--- config.mk ---
export PLATFORM = sky130hd
export DESIGN_NAME = spmv_fp16_mul_flat
export DESIGN_NICKNAME = d
export VERILOG_FILES = /design/src/rtl/spmv_fp16_pkg.sv /design/src/rtl/spmv_fp16_mul_if.sv /design/src/rtl/spmv_fp16_classify.sv /design/src/rtl/spmv_fp16_mul.sv /design/src/flat_wrapper.sv
export SDC_FILE = /design/constraint.sdc
export NUM_CORES = 1
export LEC_CHECK = 0
export ABC_AREA = 1
export CAP_MARGIN = 20
export CORE_AREA = 5 5 208 150
export DETAILED_ROUTE_END_ITERATION = 12
export DIE_AREA = 0 0 213 155
export SETUP_SLACK_MARGIN = 0.3
export SLEW_MARGIN = 20
export SYNTH_ARGS = -nofsm -noshare
export SYNTH_HDL_FRONTEND = slang
export SYNTH_SLANG_ARGS = --single-unit
--- constraint.sdc ---
create_clock -name i_clk -period 18.2 [get_ports i_clk]
set_clock_uncertainty 0.1 [all_clocks]
set_input_delay 5.46 -clock i_clk [delete_from_list [all_inputs] [get_ports i_clk]]
set_output_delay 5.46 -clock i_clk [all_outputs]
set_load 0.03 [all_outputs]
--- src/rtl/spmv_fp16_pkg.sv ---
// rtl/spmv_fp16_pkg.sv - FP16 constants, field widths and stage-1 record for the SpMV multiplier
package spmv_fp16_pkg;

    localparam int FP16_SIGN_W = 1;
    localparam int FP16_EXP_W  = 5;
    localparam int FP16_MAN_W  = 10;
    localparam int FP16_W      = FP16_SIGN_W + FP16_EXP_W + FP16_MAN_W;
    localparam int FP16_PROD_W = 2 * (FP16_MAN_W + 1);
    localparam int FP16_TAG_W  = 8;

    localparam int                    FP16_BIAS    = 15;
    localparam logic [FP16_EXP_W-1:0] FP16_EXP_MAX = 5'h1F;
    localparam logic [FP16_W-1:0]     FP16_QNAN    = 16'h7E00;
    localparam logic [FP16_W-1:0]     FP16_ZERO    = 16'h0000;

    // Everything stage 2 needs to pick and normalise the result.
    typedef struct packed {
        logic                      sign;
        logic signed [6:0]         exp_sum;
        logic [FP16_PROD_W-1:0]    prod;
        logic                      a_zero;
        logic                      a_inf;
        logic                      a_nan;
        logic                      b_zero;
        logic                      b_inf;
        logic                      b_nan;
        logic [FP16_TAG_W-1:0]     tag;
    } s1_t;

endpackage

--- src/rtl/spmv_fp16_mul_if.sv ---
// rtl/spmv_fp16_mul_if.sv - operand-in / product-out handshake bundle of the FP16 multiplier
interface spmv_fp16_mul_if
    import spmv_fp16_pkg::*;
#(
    parameter int TAG_W = FP16_TAG_W
) ();

    logic               i_valid;
    logic               o_ready;
    logic [FP16_W-1:0]  i_a;
    logic [FP16_W-1:0]  i_b;
    logic [TAG_W-1:0]   i_tag;
    logic               o_valid;
    logic               i_out_ready;
    logic [FP16_W-1:0]  o_result;
    logic [TAG_W-1:0]   o_tag;

    modport master (
        output i_valid, i_a, i_b, i_tag, i_out_ready,
        input  o_ready, o_valid, o_result, o_tag
    );

    modport slave (
        input  i_valid, i_a, i_b, i_tag, i_out_ready,
        output o_ready, o_valid, o_result, o_tag
    );

endinterface

--- src/rtl/spmv_fp16_classify.sv ---
// rtl/spmv_fp16_classify.sv - per-operand FP16 class flags and hidden-bit mantissa
module spmv_fp16_classify
    import spmv_fp16_pkg::*;
(
    input  logic [FP16_W-1:0]     op,
    output logic                  is_zero,
    output logic                  is_inf,
    output logic                  is_nan,
    output logic [FP16_MAN_W:0]   man_h
);

    logic [FP16_EXP_W-1:0] exp_f;
    logic [FP16_MAN_W-1:0] man_f;
    logic                  exp_max;

    assign exp_f   = op[FP16_W-2 -: FP16_EXP_W];
    assign man_f   = op[FP16_MAN_W-1:0];
    assign exp_max = (exp_f == FP16_EXP_MAX);

    // Exponent 0 counts as zero: denormals are flushed.
    assign is_zero = (exp_f == '0);
    assign is_inf  = exp_max && (man_f == '0);
    assign is_nan  = exp_max && (man_f != '0);
    assign man_h   = {!is_zero, man_f};

endmodule

--- src/rtl/spmv_fp16_mul.sv ---
// rtl/spmv_fp16_mul.sv - two-stage truncating FP16 multiplier with tag sideband and valid/ready
module spmv_fp16_mul
    import spmv_fp16_pkg::*;
#(
    parameter int TAG_W = FP16_TAG_W
) (
    input  logic             i_clk,
    input  logic             i_rstn,
    spmv_fp16_mul_if.slave   bus
);

    logic                  adv1;
    logic                  adv2;
    logic                  s1_valid;
    s1_t                   s1_q;
    s1_t                   s1_d;
    logic                  o_valid_q;
    logic [FP16_W-1:0]     o_result_q;
    logic [TAG_W-1:0]      o_tag_q;

    logic                  a_zero, a_inf, a_nan;
    logic                  b_zero, b_inf, b_nan;
    logic [FP16_MAN_W:0]   a_man_h, b_man_h;

    logic signed [7:0]     exp_n;
    logic [FP16_MAN_W-1:0] man_n;
    logic                  a_spec, b_spec;
    logic [FP16_W-1:0]     res_d;

    spmv_fp16_classify u_cls_a (
        .op      (bus.i_a),
        .is_zero (a_zero),
        .is_inf  (a_inf),
        .is_nan  (a_nan),
        .man_h   (a_man_h)
    );

    spmv_fp16_classify u_cls_b (
        .op      (bus.i_b),
        .is_zero (b_zero),
        .is_inf  (b_inf),
        .is_nan  (b_nan),
        .man_h   (b_man_h)
    );

    // A stage may move when the stage after it is empty or is being emptied this cycle.
    assign adv2        = !o_valid_q || bus.i_out_ready;
    assign adv1        = !s1_valid || adv2;
    assign bus.o_ready = adv1;

    // Stage-1 record: sign, biased exponent sum, raw mantissa product and class flags.
    always_comb begin
        s1_d         = '0;
        s1_d.sign    = bus.i_a[FP16_W-1] ^ bus.i_b[FP16_W-1];
        s1_d.exp_sum = $signed({2'b00, bus.i_a[FP16_W-2 -: FP16_EXP_W]})
                     + $signed({2'b00, bus.i_b[FP16_W-2 -: FP16_EXP_W]})
                     - 7'(FP16_BIAS);
        s1_d.prod    = {11'b0, a_man_h} * {11'b0, b_man_h};
        s1_d.a_zero  = a_zero;
        s1_d.a_inf   = a_inf;
        s1_d.a_nan   = a_nan;
        s1_d.b_zero  = b_zero;
        s1_d.b_inf   = b_inf;
        s1_d.b_nan   = b_nan;
        s1_d.tag     = FP16_TAG_W'(bus.i_tag);
    end

    // Stage 1 register: data only loads from an accepted operand pair.
    always_ff @(posedge i_clk) begin
        if (!i_rstn) begin
            s1_valid <= 1'b0;
            s1_q     <= '0;
        end else if (adv1) begin
            s1_valid <= bus.i_valid;
            if (bus.i_valid) begin
                s1_q <= s1_d;
            end
        end
    end

    // Normalise by at most one place, then resolve specials in priority order.
    always_comb begin
        a_spec = s1_q.a_inf || s1_q.a_nan;
        b_spec = s1_q.b_inf || s1_q.b_nan;
        exp_n  = $signed({s1_q.exp_sum[6], s1_q.exp_sum})
               + $signed({7'b0, s1_q.prod[FP16_PROD_W-1]});
        man_n  = s1_q.prod[FP16_PROD_W-1] ? s1_q.prod[20:11] : s1_q.prod[19:10];
        res_d  = {s1_q.sign, exp_n[FP16_EXP_W-1:0], man_n};
        if (s1_q.a_nan || s1_q.b_nan || (a_spec && s1_q.b_zero) || (b_spec && s1_q.a_zero)) begin
            res_d = FP16_QNAN;
        end else if (a_spec || b_spec) begin
            res_d = {s1_q.sign, FP16_EXP_MAX, {FP16_MAN_W{1'b0}}};
        end else if (s1_q.a_zero || s1_q.b_zero) begin
            res_d = FP16_ZERO;
        end else if (exp_n >= 8'sd31) begin
            res_d = {s1_q.sign, FP16_EXP_MAX, {FP16_MAN_W{1'b0}}};
        end else if (exp_n <= 8'sd0) begin
            res_d = FP16_ZERO;
        end
    end

    // Output register: holds result and tag steady while downstream stalls.
    always_ff @(posedge i_clk) begin
        if (!i_rstn) begin
            o_valid_q  <= 1'b0;
            o_result_q <= FP16_ZERO;
            o_tag_q    <= '0;
        end else if (adv2) begin
            o_valid_q <= s1_valid;
            if (s1_valid) begin
                o_result_q <= res_d;
                o_tag_q    <= TAG_W'(s1_q.tag);
            end
        end
    end

    assign bus.o_valid  = o_valid_q;
    assign bus.o_result = o_result_q;
    assign bus.o_tag    = o_tag_q;

endmodule

--- src/flat_wrapper.sv ---
// flat-port wrapper written by rule: the top's interface ports become plain ports
module spmv_fp16_mul_flat import spmv_fp16_pkg::*;
#(
    parameter int TAG_W = FP16_TAG_W
)
  (i_clk, i_rstn, bus_i_valid, bus_i_a, bus_i_b, bus_i_tag, bus_i_out_ready, bus_o_ready, bus_o_valid, bus_o_result, bus_o_tag);
  spmv_fp16_mul_if #(.TAG_W(TAG_W)) bus_i ();
  input  logic i_clk;
  input  logic i_rstn;
  input wire logic [$bits(bus_i.i_valid)-1:0] bus_i_valid;
  input wire logic [$bits(bus_i.i_a)-1:0] bus_i_a;
  input wire logic [$bits(bus_i.i_b)-1:0] bus_i_b;
  input wire logic [$bits(bus_i.i_tag)-1:0] bus_i_tag;
  input wire logic [$bits(bus_i.i_out_ready)-1:0] bus_i_out_ready;
  output wire logic [$bits(bus_i.o_ready)-1:0] bus_o_ready;
  output wire logic [$bits(bus_i.o_valid)-1:0] bus_o_valid;
  output wire logic [$bits(bus_i.o_result)-1:0] bus_o_result;
  output wire logic [$bits(bus_i.o_tag)-1:0] bus_o_tag;
  assign bus_i.i_valid = bus_i_valid;
  assign bus_i.i_a = bus_i_a;
  assign bus_i.i_b = bus_i_b;
  assign bus_i.i_tag = bus_i_tag;
  assign bus_i.i_out_ready = bus_i_out_ready;
  assign bus_o_ready = bus_i.o_ready;
  assign bus_o_valid = bus_i.o_valid;
  assign bus_o_result = bus_i.o_result;
  assign bus_o_tag = bus_i.o_tag;
  spmv_fp16_mul #(.TAG_W(TAG_W)) u_core (.i_clk(i_clk), .i_rstn(i_rstn), .bus(bus_i));
endmodule
==> results of run 1 <==
## layout make-up
type / count / area share
Tap cell: 385 / 0.05699
Sequential cell: 60 / 0.1421
Inverter: 233 / 0.1035
Multi-Input combinational cell: 693 / 0.5796
Timing Repair Buffer: 72 / 0.08438
Clock inverter: 7 / 0.006810
Clock buffer: 9 / 0.02665
## critical path: stages
cell and delay (ns):
clkdlybuf4s50_1 0.45, inv_1 0.05, nand3_1 0.10, clkdlybuf4s50_1 0.68
## placed cells by master, fill, tap and decap left out, types with 5 or more instances in the layout
cell type / instances
nor3_1: 13
ha_1: 65
a21oi_1: 58
nand4_1: 10
a21o_1: 5
clkbuf_16: 9
fa_1: 80
nand2_1: 246
xnor2_1: 6
clkdlybuf4s50_1: 69
nor2_1: 81
xor2_1: 5
o21ai_0: 49
inv_1: 230
nand3_1: 49
dfxtp_1: 60
## power breakdown
| part | switching (W) | total (W) | internal (W) |
|---|---|---|---|
| Sequential | 0.0000115 | 0.000160 | 0.000149 |
| Clock | 0.0000656 | 0.000159 | 0.0000935 |
| Combinational | 0.000453 | 0.000722 | 0.000269 |
## flip-flops by register name, indices dropped and copies added (netlist names)
| register | count |
|---|---|
| u_core.bus.o_valid | 1 |
| u_core.bus.o_result | 16 |
| u_core.bus.o_tag | 8 |
| u_core.s1_q | 34 |
| u_core.s1_valid | 1 |
## cells by family after synthesis
kind of cell | after synthesis
buffers and inverters | 271
AOI/OAI and AO/OA | 124
adders and majority gates | 145
DFF | 60
xor gates and xnor gates | 11
and+or+nand+nor | 413
## layer usage
metal,GRT usage,share of wire,up-vias
met4,0.02041,0.0092,0
met2,0.1841,0.45,107
met3,0.01532,0.041,15
met5,0,0,-
met1,0.1631,0.50,2909
li1,-,-,3197
## final timing paths
check                        from                       to  slack (ns)  depth (start not counted)
hold / removal    u_core.s1_q[43]          u_core.s1_q[43]        0.36                          2
hold reg to reg   u_core.s1_q[43]          u_core.s1_q[43]        0.36                          2
setup reg to reg  u_core.s1_q[35]  u_core.bus.o_result[11]       15.78                         11
setup / recovery  bus_i_out_ready              bus_o_ready        5.91                          4
## metrics by stage
stage | setup WS, ns | utilization | hold WS [ns] | cells | power [W]
6_report | 5.908 | 0.2890 | 0.3557 | 1459 | 0.001041
5_1_grt | 5.850 | 0.2890 | 0.3886 | 1459 | 0.001185
4_1_cts | 5.900 | 0.2890 | 0.3563 | 1459 | 0.001053
3_5_place_dp | 5.899 | 0.2793 | 0.3580 | 1443 | 0.0008845
3_3_place_gp | 5.885 | 0.2793 | 0.3530 | 1443 | 0.0008821
2_1_floorplan | 6.858 | - | 0.3307 | 1024 | 0.0007191
==> metrics, run 1 <==
Die H=155 um; critical path required time=around 13 ns; Post-Syn Instances=1024; post-synthesis cell type count=32; largest family of logic cells by synthesized area=adder cells; slew margin rel.=0.5329; Final Hold Fails=0; sequential element share of the synthesized area=0.1687; drc violations=0; syn_nets=around 1200; Iter 0 DRT Violations=about 270; CTS clock-pin slew for the worst setup and hold paths=0.06 ns; # hold bufs at CTS=0; Detail Route Antenna Nets=0; FF+latch count, synth=60; WS Path Type=in -> out; Synth Flop Type=dfxtp_1; fmax=0.08135 GHz; fillers=3166; crit end category=output pin; Final min period=between 10 and 15 ns; fin area=roughly 0.0085 mm2; core region area=slightly below 0.03 mm2; CTS H-tree lvls=3; run status=finished clean; area of the multi-input gates=0.004898 mm2; Total Neg Setup Slack=0 ns; Least-Margin Pin Slew=0.6990 ns; Mean Syn Cell Area=6.952 um2; Synth area leader=fa_1; register area=0.001201 mm2; Setup crit start kind=input port; post_cts resized=0; Post-Syn Area=0.007119 mm2; Compound-Gate Fraction of Synth Area=0.09209; CTS tree=yes; Max Cap Viol=0; Placer Congestion=slightly above 0.8; largest net degree at the start of global routing=37; Total GRT Usage=0.1134; via count=6228; # diodes=0; die area=~0.033 mm2; fin crit share=0.6754; RSZ-0062 raised after global routing=false; PortBufs=about 70; Synth top cells by count=nand2_1, inv_1, nor2_1; P per Cell Area=123.2 mW/mm2; Clk Latency, worst-skew pair=roughly 0.34 ns; Layout area overhead=18.72%; vias in the first global route=6379; number of setup buffers added after CTS=0; FFs w/ async S/R, synth=0; Static Leak=4.417 nW; Num CTS Buffers=9; post-synthesis adder-cell area fraction=0.3392; synth warn=0; first drt pass iteration count=5; setup violators final=0; I/O Pins=70; hpwl dp=14.39 mm; most numerous cell in the Yosys netlist=nand2_1; WL/cell=approximately 12 um; Hold Path Class=reg -> reg; DR vias/cell=4.269; nets=1258; share of the synthesized area in the top cell type=0.2250; layout cells sized above 1=0.02886; fin. max-slew vios=0; Clock Sinks=60; placed inst area=0.008169 mm2; # rows=53; XOR/XNOR Fraction of Synth Area=0.01353; Clock Tree Buf Depth=2; simple-gate area share of the yosys netlist=0.2432; DRT Wirelength=17.98 mm; EDFF count, synth=0; Die Span X=roughly 210 um; worst-path fanout max=3; initial core utilization=0.2434; critical path arrival=6.73 ns; first-pass GRT wire length=30.99 mm; top post-synthesis cells by area=fa_1, dfxtp_1, nand2_1, inv_1, ha_1; remaining global-route overflow=0; post-synthesis mux area share=0; Clock Tree Root=clkbuf_16; initial antenna violation count=0; peak supply drop=0.07100 mV
Note: power is estimated with default switching activity, not from simulation.
==> run 2: changes to the inputs <==
==> constraint.sdc (replaced) <==
create_clock -name i_clk -period 10.9 [get_ports i_clk]
set_clock_uncertainty 0.1 [all_clocks]
set_input_delay 3.27 -clock i_clk [delete_from_list [all_inputs] [get_ports i_clk]]
set_output_delay 3.27 -clock i_clk [all_outputs]
set_load 0.03 [all_outputs]
==> run 2 against run 1 <==
  * Die area unchanged
  * Utilization grew 0.14 points
  * Worst hold slack gained 0.011 ns
  * Register-to-register slack lost 7.4 ns
  * Setup slack worse by 3.6 ns
  * Critical path depth grew 19
  * Sequential cell count is the same
  * Critical path type is now in -> reg
  * First-iteration DRC count up 32%
  * Critical endpoint is now u_core.s1_q[32]
  * Global-route usage rose by 0.45 points
  * Sequential power rose by 68%
  * Combinational power is 70% higher
==> metrics, run 2 (synthesis results as in run 1) <==
Least-Margin Pin Slew=between 0.7 and 0.8 ns; CTS clock-pin slew for the worst setup and hold paths=0.06 ns; DRT Wirelength=approximately 18 mm; commonest non-fill, non-tap cell in the layout=nand2_1; Power Total=0.001781 W; Clock Tree Buf Depth=2; WS Path Type=in -> reg; Die Span X=approximately 210 um; Top Family by Delay on Critical Path=adder cells; Num CTS Buffers=9; # hold bufs at CTS=0; Iter 0 DRT Violations=351; CTS tree=yes; DR vias/cell=4.353; remaining global-route overflow=0; register bank with the most flops=u_core.s1_q; die area=0.03302 mm2; initial core utilization=0.2434; Max Cap Viol=0; PortBufs=between 60 and 70; # rows=53; r2r setup slk=approximately 8.4 ns; CP peak stage delay=~0.54 ns; Layout area overhead=19.28%; vias in the first global route=6692; Total Neg Setup Slack=0 ns; Clk Latency, worst-skew pair=0.33 ns; critical path arrival=8.74 ns; fin. max-slew vios=0; CP cell instances=clkdlybuf4s50_1, nor3_1, nand2_1, nand2_1, inv_1, fa_1, inv_1, fa_1, inv_1, fa_1, fa_1, inv_1, fa_1, inv_1, ha_1, nand2_1, inv_1, a21boi_1, nor2_1, nor3_1, a21oi_1, nor2_1, nor2_1; setup violators final=0; # diodes=0; layout cells sized above 1=0.02884; via count=6355; Setup crit start kind=input port; critical path required time=about 11 ns; Die H=between 150 and 200 um; post_cts resized=0; Crit-path slowest cell=fa_1; Static Leak=4.434 nW; crit end category=register; CTS H-tree lvls=3; Placer Congestion=0.8155; run status=finished clean; Final Hold Fails=0; RSZ-0062 raised after global routing=false; slew margin rel.=0.5054; Hold Path Class=reg -> reg; core region area=between 0.02 and 0.03 mm2; largest net degree at the start of global routing=37; first drt pass iteration count=5; nets=1259; most frequent cells in the layout=nand2_1, inv_1, nor2_1, fa_1, clkdlybuf4s50_1; WL/cell=12.54 um; drc violations=0; Total GRT Usage=0.1179; peak supply drop=0.1161 mV; Clock Sinks=60; Crit path buffers/inverters=7; max reg flops=34; Clock Tree Root=clkbuf_16; number of setup buffers added after CTS=0; final worst slack=2.283 ns; I/O Pins=70; Final min period=approximately 8.6 ns; Detail Route Antenna Nets=0; fin crit share=0.7906; register area=0.001201 mm2; fillers=3135; most frequent CP cell=inv_1; initial antenna violation count=0; Setup WS pre-CTS=between 1.5 and 2 ns; fmax=0.1160 GHz; first-pass GRT wire length=32.49 mm; area of the multi-input gates=about 0.0049 mm2; P per Cell Area=209.7 mW/mm2; hpwl dp=approximately 15 mm; worst-path fanout max=12
[run 2: cell count changes in the layout (fill, tap and decap cells not counted), sizes merged]
| cell | change |
|---|---|
| buf | +1 |
| bufinv | +1 |
| clkbuf | +2 |
| inv | -3 |
[run 2: power by group]
group / internal [W] / total (W) / switching, W / leakage (nW)
Combinational: 0.000449 / 0.00123 / 0.000779 / 3.80
Clock: 0.000183 / 0.000285 / 0.000101 / 0.138
Sequential: 0.000249 / 0.000268 / 0.0000193 / 0.494
[run 2: area by class of cell]
class,count,share of cell area
clock buffers,11,0.02858
clock inverters,5,0.007220
inverters,233,0.1030
multi-input cells,693,0.5768
flip-flops and latches,60,0.1414
well taps,385,0.05673
repair buffers,73,0.08619
[run 2: final timing paths]
kind | startpoint | to | depth (start not counted)
worst min-delay path | u_core.bus.o_result[7] | u_core.bus.o_result[7] | 2
worst max-delay path | bus_i_b[11] | u_core.s1_q[32] | 23
worst min register to register | u_core.bus.o_result[7] | u_core.bus.o_result[7] | 2
worst max register to register | u_core.s1_q[35] | u_core.bus.o_result[15] | 11
[run 2: per-stage QoR]
stage	util	instance area (um2)	instances	hold slack, ns
2_1_floorplan	-	7119	1024	0.3307
3_3_place_gp	0.2791	8162	1442	0.3478
3_5_place_dp	0.2800	8188	1444	0.3578
4_1_cts	0.2904	8492	1460	0.3679
5_1_grt	0.2904	8492	1460	0.3885
6_report	0.2904	8492	1460	0.3670
[run 2: layer usage]
metal  GRT usage  vias to the layer above  wire [um]  part of all wire
met5           0                        -          0                 0
met4     0.02010                        0        144            0.0079
met3     0.01794                       15        664             0.036
met2      0.1888                       93       8117              0.44
met1      0.1709                     3052       9384              0.51
li1            -                     3195          -                 -
[run 2: worst min-delay path, stage by stage (launching register included)]
cell and delay, ns:
dfxtp_1 0.31, nand2_1 0.06, a21oi_1 0.05
